$ cat config.mk
export PLATFORM = sky130hd
export DESIGN_NAME = weight_addr_gen
export DESIGN_NICKNAME = d
export VERILOG_FILES = /design/src/rtl/weight_addr_gen.sv
export SDC_FILE = /design/constraint.sdc
export NUM_CORES = 1
export LEC_CHECK = 0
export ABC_AREA = 1
export BUFFER_PORTS_ARGS = -buffer_cell sky130_fd_sc_hd__clkbuf_2
export CORE_ASPECT_RATIO = 0.6
export CORE_MARGIN = 8
export CORE_UTILIZATION = 45
export CTS_CLUSTER_DIAMETER = 120
export DETAILED_ROUTE_END_ITERATION = 16
export GPL_ROUTABILITY_DRIVEN = 0
export GPL_TIMING_DRIVEN = 0
export MAX_ROUTING_LAYER = met4
export PLACE_DENSITY = 0.73
export SLEW_MARGIN = 20
export SYNTH_ARGS = -nofsm -noshare
export SYNTH_HDL_FRONTEND = slang
export SYNTH_SLANG_ARGS = --single-unit
export TNS_END_PERCENT = 5
$ cat constraint.sdc
create_clock -name clock -period 8.67 [get_ports clock]
set_input_delay 1.734 -clock clock [delete_from_list [all_inputs] [get_ports clock]]
set_output_delay 1.734 -clock clock [all_outputs]
set_load 0.02 [all_outputs]
$ cat src/rtl/weight_addr_gen.sv
// weight_addr_gen
// ---------------------------------------------------------------------------
// Generates the weight-fetch address stream for one convolution layer.
// The sweep walks kernel, row and column indices (column fastest, then row,
// then kernel). Each beat packs LANES consecutive positions.
//
// Optional feature macro: ADDR_GEN_ABORT_EN
//   When defined, an extra 'abort' input cancels a sweep in LOAD/RUN.
//
// Ports:
//   clock       in   single clock, rising edge
//   reset       in   synchronous, active-high
//   start       in   one-cycle pulse, launches a sweep (only honoured in IDLE)
//   cfg_rows    in   kernel height (count)
//   cfg_cols    in   kernel width (count)
//   cfg_kers    in   number of kernels (count)
//   ready       in   downstream accepts the current beat
//   abort       in   (ADDR_GEN_ABORT_EN only) cancel the running sweep
//   row_out     out  packed row addresses, lane 0 in the low bits
//   col_out     out  packed column addresses
//   ker_out     out  packed kernel addresses
//   lane_mask   out  bit i set when lane i holds a valid position
//   addr_valid  out  beat on the outputs is valid
//   busy        out  high while streaming beats
//   done        out  one-cycle pulse after the final beat is accepted
// ---------------------------------------------------------------------------
module weight_addr_gen #(
  parameter int ADDR_W = 5,
  parameter int LANES  = 4
) (
  input  logic                    clock,
  input  logic                    reset,
  input  logic                    start,
  input  logic [ADDR_W-1:0]       cfg_rows,
  input  logic [ADDR_W-1:0]       cfg_cols,
  input  logic [ADDR_W-1:0]       cfg_kers,
  input  logic                    ready,
`ifdef ADDR_GEN_ABORT_EN
  input  logic                    abort,
`endif
  output logic [ADDR_W*LANES-1:0] row_out,
  output logic [ADDR_W*LANES-1:0] col_out,
  output logic [ADDR_W*LANES-1:0] ker_out,
  output logic [LANES-1:0]        lane_mask,
  output logic                    addr_valid,
  output logic                    busy,
  output logic                    done
);

  localparam int VEC_W = ADDR_W * LANES;

  typedef enum logic [1:0] {IDLE, LOAD, RUN, FIN} state_t;

  state_t            state_reg;
  logic [ADDR_W-1:0] rows_reg;
  logic [ADDR_W-1:0] cols_reg;
  logic [ADDR_W-1:0] kers_reg;
  logic [ADDR_W-1:0] cur_r_reg;
  logic [ADDR_W-1:0] cur_c_reg;
  logic [ADDR_W-1:0] cur_k_reg;
  // Set when the beat currently on the outputs contains the final position.
  logic              last_reg;

  // Next beat, built combinationally from the cursor.
  logic [VEC_W-1:0]  beat_row;
  logic [VEC_W-1:0]  beat_col;
  logic [VEC_W-1:0]  beat_ker;
  logic [LANES-1:0]  beat_mask;
  logic [ADDR_W-1:0] walk_r;
  logic [ADDR_W-1:0] walk_c;
  logic [ADDR_W-1:0] walk_k;
  logic              beat_last;

  logic              abort_hit;
  logic              cfg_zero;
  logic              load_en;

`ifdef ADDR_GEN_ABORT_EN
  assign abort_hit = abort;
`else
  assign abort_hit = 1'b0;
`endif

  assign cfg_zero = (rows_reg == '0) || (cols_reg == '0) || (kers_reg == '0);

  // A new beat is registered when LOAD starts a non-empty sweep, or when the
  // current RUN beat is accepted and more positions remain.
  assign load_en = !abort_hit &&
                   (((state_reg == LOAD) && !cfg_zero) ||
                    ((state_reg == RUN) && ready && !last_reg));

  // Walk the cursor through LANES positions. Once the walk has stepped past
  // the final position (k == kers) it freezes there, so the kernel index never
  // grows beyond kers and the remaining lanes read as empty.
  always_comb begin
    walk_r    = cur_r_reg;
    walk_c    = cur_c_reg;
    walk_k    = cur_k_reg;
    beat_row  = '0;
    beat_col  = '0;
    beat_ker  = '0;
    beat_mask = '0;
    for (int i = 0; i < LANES; i++) begin
      if (walk_k < kers_reg) begin
        beat_row[i*ADDR_W +: ADDR_W] = walk_r;
        beat_col[i*ADDR_W +: ADDR_W] = walk_c;
        beat_ker[i*ADDR_W +: ADDR_W] = walk_k;
        beat_mask[i]                 = 1'b1;
        if ((walk_c + ADDR_W'(1)) == cols_reg) begin
          walk_c = '0;
          if ((walk_r + ADDR_W'(1)) == rows_reg) begin
            walk_r = '0;
            walk_k = walk_k + ADDR_W'(1);
          end else begin
            walk_r = walk_r + ADDR_W'(1);
          end
        end else begin
          walk_c = walk_c + ADDR_W'(1);
        end
      end
    end
    // Having walked past the final position means this beat ends the sweep.
    beat_last = (walk_k == kers_reg);
  end

  always_ff @(posedge clock) begin
    if (reset) begin
      state_reg  <= IDLE;
      rows_reg   <= '0;
      cols_reg   <= '0;
      kers_reg   <= '0;
      cur_r_reg  <= '0;
      cur_c_reg  <= '0;
      cur_k_reg  <= '0;
      last_reg   <= 1'b0;
      row_out    <= '0;
      col_out    <= '0;
      ker_out    <= '0;
      lane_mask  <= '0;
      addr_valid <= 1'b0;
      busy       <= 1'b0;
      done       <= 1'b0;
    end else begin
      case (state_reg)
        IDLE: begin
          done <= 1'b0;
          if (start) begin
            rows_reg  <= cfg_rows;
            cols_reg  <= cfg_cols;
            kers_reg  <= cfg_kers;
            cur_r_reg <= '0;
            cur_c_reg <= '0;
            cur_k_reg <= '0;
            state_reg <= LOAD;
          end
        end
        LOAD: begin
          if (abort_hit) begin
            state_reg <= IDLE;
          end else if (cfg_zero) begin
            // Empty sweep: no beats, just the completion pulse.
            done      <= 1'b1;
            state_reg <= FIN;
          end else begin
            addr_valid <= 1'b1;
            busy       <= 1'b1;
            state_reg  <= RUN;
          end
        end
        RUN: begin
          if (abort_hit) begin
            addr_valid <= 1'b0;
            lane_mask  <= '0;
            busy       <= 1'b0;
            state_reg  <= IDLE;
          end else if (ready && last_reg) begin
            addr_valid <= 1'b0;
            lane_mask  <= '0;
            busy       <= 1'b0;
            done       <= 1'b1;
            state_reg  <= FIN;
          end
        end
        FIN: begin
          done      <= 1'b0;
          state_reg <= IDLE;
        end
        default: state_reg <= IDLE;
      endcase

      if (load_en) begin
        row_out   <= beat_row;
        col_out   <= beat_col;
        ker_out   <= beat_ker;
        lane_mask <= beat_mask;
        cur_r_reg <= walk_r;
        cur_c_reg <= walk_c;
        cur_k_reg <= walk_k;
        last_reg  <= beat_last;
      end
    end
  end

endmodule

==> results.md, run 1 <==
* DIE AREA at 19700 µm²
* Post-synth top flop: dfxtp_1
* Clk buf depth at 2
* Fmax at 126 MHz
* Post-synthesis sequential area ratio at 28.8%
* CP Launch Type: register
* Leading area contributor after synthesis: dfxtp_1
* Number of global-route vias before repair at 6852
* Top flop regs: col_out (20), ker_out (20), row_out (20)
* Initial DRC Count at 859
* Post-CTS Setup Inserts at 0
* Crit path required time at 8.96 ns
* Flop-to-flop setup slack at 0.71 ns
* Power density cells at 398 nW/µm²
* Worst setup EP type: register
* Core footprint at 15200 µm²
* Fin crit period at 7.96 ns
* Number of synthesized flops with an enable pin at 0
* Port buffer count at 84
* Post-synth net total at 1111
* Sink Count at 99
* Final antenna-violating net count at 0
* Initial Util at 45.5%
* Hold_buf cts at 0
* Post-Synthesis Cells at 1061
* Hold WC Path Type: reg2reg
* Drt via density at 5.50
* Cell mode on critical path: nand2_1
* Drt first pass iters at 6
* Leading post-synthesis cells by instance count: nand2_1, nand3_1, a21oi_1, dfxtp_1, inv_1
* Status: completed
* Synth cell types at 46
* Synth Warn # at 0
* Top-area cell type share of the netlist area at 28.8%
* Final hold violations at 0
* Worst-margin pin slew at 0.775 ns
* Die Height at 112 µm
* Worst Skew at 0.0115 ns
* Critical path peak fanout at 10
* Yosys reg bits at 99
* Pleak at 3.63 nW
* Slowest-stage cell, CP: dfxtp_1
* Setup violators final at 0
* DIE WIDTH at 176 µm
* CTS buffer count at 9
* Antenna Cells at 0
* # H-tree levels at 3
* Pin count of the biggest net entering global routing at 18
* Max Slew Vio Count at 0
* Cell row count at 35
* Clock root buffer: clkbuf_16
* CP arrival at 8.25 ns
* WL final at 22.2 mm
* Post-detail-place hpwl at 17.5 mm
* Placed insts at 1348
* Maximum VDD drop at 0.223 mV
* Number of remaining DRC errors at 0
* Global route overflow at 0
* Tot GR Track Use at 23.3%
* Fin cells at 1363
* First-pass GRT wire length at 36.0 mm
* Initial antenna violation count at 0
* Share of layout cells above drive strength 1 at 16.0%
* Clk_lat worst skew at 0.36 ns
* Worst-path clk slew at 0.08 ns
* Cell with the most instances after synthesis: nand2_1
* TritonCTS clock tree: done
* Post-synthesis cell area at 6890 µm²
* Crit path max-delay family: simple AND/OR/NAND/NOR gates
* Via count at 7501
* WL per Instance at 16.3 µm
* Top Ports at 86
* Synth top area cells: dfxtp_1, nand2_1, nand3_1, a21oi_1, ha_1
* Final setup margin at 0.709 ns
* Multi-input gate area at 4360 µm²
* Fraction of registers with async set/reset at 0%
* Dpl ws at 0.601 ns
* Critical path buffer and inverter count at 7
* Register area at 1980 µm²
* Largest stage delay, worst path at 0.53 ns
* # Max-Cap Violations at 0
* Final net count at 1206
* Total of fill cells in the finished design at 1557
* Critical path type: reg2reg
* Final Cycle Share at 91.8%
* Syn avg cell area at 6.49 µm²
* P&R area growth vs syn at 14.4%
* Slew HR at 48.3%
## final cells by class
cell class	instances	share of cell area (%)
Buffer	38	2.33
Clock buffer	9	2.86
Clock inverter	6	0.952
Inverter	99	4.86
Multi-Input combinational cell	825	55.3
Sequential cell	99	25.1
Tap cell	203	3.22
Timing Repair Buffer	84	5.33
## final timing paths
kind / start / to / cells past startpoint
worst max-delay path: cur_c_reg[0] / last_reg / 46
worst min register to register: lane_mask[3] / lane_mask[3] / 2
worst max register to register: cur_c_reg[0] / last_reg / 46
worst min-delay path: lane_mask[3] / lane_mask[3] / 2
## power by group
| part | total [W] | switching, W | internal [W] |
|---|---|---|---|
| clock network | 0.000420 | 0.000193 | 0.000227 |
| registers | 0.000583 | 0.0000642 | 0.000519 |
| logic | 0.00213 | 0.00150 | 0.000634 |
## worst register-to-register path, delay by kind of cell, from the launching register on
family / cells / cell delay (ns)
AND/OR/NAND/NOR: 25 / 3.14
adder cells (fa/ha/maj): 4 / 1.31
AO/OA/AOI/OAI: 7 / 1.21
XOR/XNOR: 3 / 1.06
buffers and inverters: 7 / 0.66
flip-flops: 1 / 0.53
## placed cells by master, fill, tap and decap left out, types with 3 or more instances in the layout
cell,Yosys,layout
nor2_4,4,4
xnor2_1,8,8
clkinv_4,2,4
nor3_2,2,3
nor2_1,41,41
buf_4,6,6
xor2_1,8,6
nand4_1,29,29
nand3_1,128,128
nor3_1,6,5
nand2_1,357,357
xor2_2,3,5
ha_1,31,31
buf_2,3,3
nor2_2,3,3
inv_2,10,10
o21ai_0,33,33
clkbuf_16,0,9
clkbuf_2,0,84
nand2_4,6,6
inv_1,84,84
nand3_2,10,10
clkbuf_1,25,25
a21oi_1,103,103
nand2_2,18,18
o21a_1,3,3
nand3_4,3,3
dfxtp_1,99,99
o211ai_1,6,6
## through the flow
step	TNS (ns)	instance area, µm²	total power (W)	util [%]	hold WS (ns)
6_report	0	7880	0.00314	52.0	0.464
5_1_grt	-0.0284	7880	0.00337	52.0	0.483
4_1_cts	0	7860	0.00307	51.9	0.465
3_5_place_dp	0	7560	0.00265	49.9	0.455
3_3_place_gp	0	7560	0.00263	49.9	0.452
2_1_floorplan	0	6890	0.00216	-	0.472
## layer usage
layer  track usage [%]  vias to the layer above  wire length [µm]
met5                 -                        -                 0
met3              5.58                       32              2410
li1                  -                     3688                 -
met1              34.3                     3421             10900
met2              30.7                      360              8460
met4              5.85                        0               400
## what timing repair did
item	in CTS	in global routing
setup endpoints to repair	0	14
gates resized for setup	0	3
hold endpoints to repair	0	0
## cell families (layout without fill, tap and decap cells)
kind of cell,count (synthesis),after routing,share of synthesized area (%)
muxes,2,2,0.291
buffers and inverters,137,236,8.23
xor gates and xnor gates,19,19,2.74
DFF,99,99,28.8
and+or+nand+nor,616,616,42.0
AOI/OAI and AO/OA,157,157,12.3
adders and majority gates,31,31,5.63
Note: power is estimated with default switching activity, not from simulation.
==> run 2: changes to the inputs <==
--- a/config.mk
+++ b/config.mk
@@ -5,7 +5,6 @@
 export SDC_FILE = /design/constraint.sdc
 export NUM_CORES = 1
 export LEC_CHECK = 0
-export ABC_AREA = 1
 export BUFFER_PORTS_ARGS = -buffer_cell sky130_fd_sc_hd__clkbuf_2
 export CORE_ASPECT_RATIO = 0.6
 export CORE_MARGIN = 8
==> run 2 against run 1 <==
- sequential power shrank 12%
- clock skew grew 0.0044 ns
- largest cell class unchanged
- highest routed layer unchanged
- combinational power shrank 23%
- clock power is essentially flat
- final area grew 22%
- sequential share of layout area shrank 4.3 points
- the run now ends with negative setup slack left
==> results.md, run 2 <==
* Share of layout cells above drive strength 1 at 29.3% (+13 points)
* Yosys reg bits at 99 (unchanged)
* Clk buf depth at 2 (unchanged)
* Initial Util at 46.1% (+0.61 points)
* Post-synthesis sequential area ratio at 26.5% (-2.3 points)
* Worst-margin pin slew at 0.895 ns (+0.121 ns)
* RSZ-0062 raised after global routing: true
* CP arrival at 9.13 ns (+0.88 ns)
* Post-synthesis cell area at 7490 µm² (+8.8%)
* Pwr Total at 0.00257 W (-18%)
* Synth cell types at 96 (+110%)
* Multi-input gate area at 5600 µm² (+28%)
* Drt first pass iters at 6 (unchanged)
* WL final at 29.0 mm (+31%)
* Initial antenna violation count at 0 (unchanged)
* Register area at 2010 µm² (+1.3%)
* Synth top area cells: dfxtp_1, nand2_1, a21oi_1, xnor2_1, ha_1
* Critical path peak fanout at 6 (-4)
* Slowest-stage cell, CP: or4bb_4
* Tot GR Track Use at 26.4% (+3.1 points)
* Fin cells at 1375 (+0.88%)
* Pin count of the biggest net entering global routing at 19 (+1)
* Die Height at 116 µm (+3.7%)
* # Max-Cap Violations at 0 (unchanged)
* Status: complete, but fails checks
* Largest stage delay, worst path at 0.49 ns (-0.04 ns)
* Number of synthesized flops with an enable pin at 0 (unchanged)
* Global route overflow at 0 (unchanged)
* Top Ports at 86 (unchanged)
* Via count at 8336 (+11%)
* Pleak at 3.77 nW (+3.8%)
* Dpl ws at -1.99 ns (-2.59 ns)
* Final setup margin at -0.177 ns (-0.886 ns)
* Critical path buffer and inverter count at 7 (unchanged)
* DIE WIDTH at 183 µm (+3.9%)
* Post-detail-place hpwl at 20.6 mm (+18%)
* Cell with the most instances after synthesis: nand2_1
* WL per Instance at 21.1 µm (+29%)
* Fraction of registers with async set/reset at 0% (unchanged)
* Max Slew Vio Count at 0 (unchanged)
* Sink Count at 99 (unchanged)
* Clock root buffer: clkbuf_16
* Setup violators final at 7 (+7)
* CP Launch Type: register
* Syn avg cell area at 7.65 µm² (+18%)
* Final instance area at 9650 µm² (+22%)
* Antenna Cells at 0 (unchanged)
* Final hold violations at 0 (unchanged)
* Leading post-synthesis cells by instance count: nand2_1, a21oi_1, dfxtp_1, nand3_1, nor2_1
* First-pass GRT wire length at 42.5 mm (+18%)
* Drt via density at 6.06 (+10%)
* DIE AREA at 21200 µm² (+7.7%)
* Sum of negative setup slack at -0.512 ns (-0.512 ns)
* Worst setup EP type: register
* Post-synth net total at 1030 (-7.3%)
* Commonest non-fill, non-tap cells in the layout: nand2_1, a21oi_1, dfxtp_1
* # H-tree levels at 3 (unchanged)
* Total of fill cells in the finished design at 1429 (-8.2%)
* Placed Area at 8320 µm² (+10%)
* Final Cycle Share at 102% (+10 points)
* P&R area growth vs syn at 28.8%
* Top flop regs: col_out (20), ker_out (20), row_out (20)
* Maximum VDD drop at 0.134 mV (-40%)
* Core footprint at 16300 µm² (+7.3%)
* Commonest non-fill, non-tap cell in the layout: nand2_1
* Fmax at 113 MHz (-10%)
* Number of remaining DRC errors at 0 (unchanged)
* Synth Warn # at 0 (unchanged)
* Crit path max-delay family: simple AND/OR/NAND/NOR gates
* TritonCTS clock tree: done
* Placed insts at 1292 (-4.2%)
* Top-area cell type share of the netlist area at 26.5% (-2.3 points)
* Crit path required time at 8.95 ns (about the same)
* Hold WC Path Type: reg2reg
* Initial DRC Count at 1119 (+30%)
* Critical path type: reg2reg
* Post-Synthesis Cells at 980 (-7.6%)
* Final net count at 1192 (-1.2%)
* Clk_lat worst skew at 0.36 ns (about the same)
* Post-synth top flop: dfxtp_1
* Leading area contributor after synthesis: dfxtp_1
* Worst-path clk slew at 0.08 ns (about the same)
* Port buffer count at 84 (unchanged)
* CTS buffer count at 9 (unchanged)
* Worst Skew at 0.0159 ns (+0.00437 ns)
* Number of global-route vias before repair at 7435 (+8.5%)
* Final antenna-violating net count at 0 (unchanged)
* Cell mode on critical path: buf_6
* Failing checks: negative setup slack
* Cell row count at 36 (+2.9%)
* Power density cells at 266 nW/µm² (-33%)
* Fin crit period at 8.85 ns (+0.886 ns)
* Slew HR at 40.3% (-8.0 points)
[run 2: repair_timing]
action	in CTS	in global routing
hold buffers	0	0
setup buffers	35	35
gates resized for setup	55	59
pin swaps	29	43
endpoints found under the setup margin	32	32
[run 2: layer usage]
| layer | up-vias | wire length [µm] | global-route usage (%) |
|---|---|---|---|
| met5 | - | 0 | - |
| met4 | 0 | 479 | 5.27 |
| met3 | 67 | 4790 | 12.9 |
| met2 | 601 | 10900 | 33.7 |
| met1 | 3833 | 12800 | 36.3 |
| li1 | 3835 | - | - |
[run 2: layout make-up]
type	count	share of cell area (%)
multi-input combinational	781	58.1
sequential	99	20.8
timing repair buffer	154	9.84
buffer	66	3.98
tap	228	2.96
clock buffer	10	2.48
inverter	31	1.28
clock inverter	6	0.571
[run 2: final timing paths]
kind,start,to,slack [ns],depth (start not counted)
worst max-delay path,cur_c_reg[1],last_reg,-0.18,43
worst min register to register,ker_out[4],ker_out[4],0.45,2
worst min-delay path,ker_out[4],ker_out[4],0.45,2
worst max register to register,cur_c_reg[1],last_reg,-0.18,43
[run 2: cell families after synthesis]
family	Yosys count	share of synthesized area (%)
muxes	17	2.86
adders and majority gates	31	5.18
AOI/OAI and AO/OA	254	23.4
DFF	99	26.5
buffers and inverters	100	6.18
and+or+nand+nor	413	27.8
xor gates and xnor gates	66	8.10
[run 2: worst reg2reg max path, delay by kind of cell (launching register included)]
kind / cells / cell delay, ns
flip-flops: 1 / 0.38
buffers and inverters: 7 / 0.96
multiplexers: 1 / 0.38
XOR/XNOR: 6 / 1.33
AO/OA/AOI/OAI: 10 / 1.74
AND/OR/NAND/NOR: 15 / 3.05
adder cells (fa/ha/maj): 4 / 0.93
[run 2: per-stage QoR]
stage | hold slack (ns) | util, %
after global routing | 0.469 | 59.3
after detailed placement | 0.444 | 51.2
final | 0.452 | 59.3
after CTS | 0.454 | 56.2
after floorplan | 0.436 | -
after global placement | 0.439 | 51.2
[run 2: report_power, final]
part	switching [W]	internal, W
sequential	0.0000283	0.000483
combinational	0.00102	0.000625
clock	0.000208	0.000209
total	0.00125	0.00132
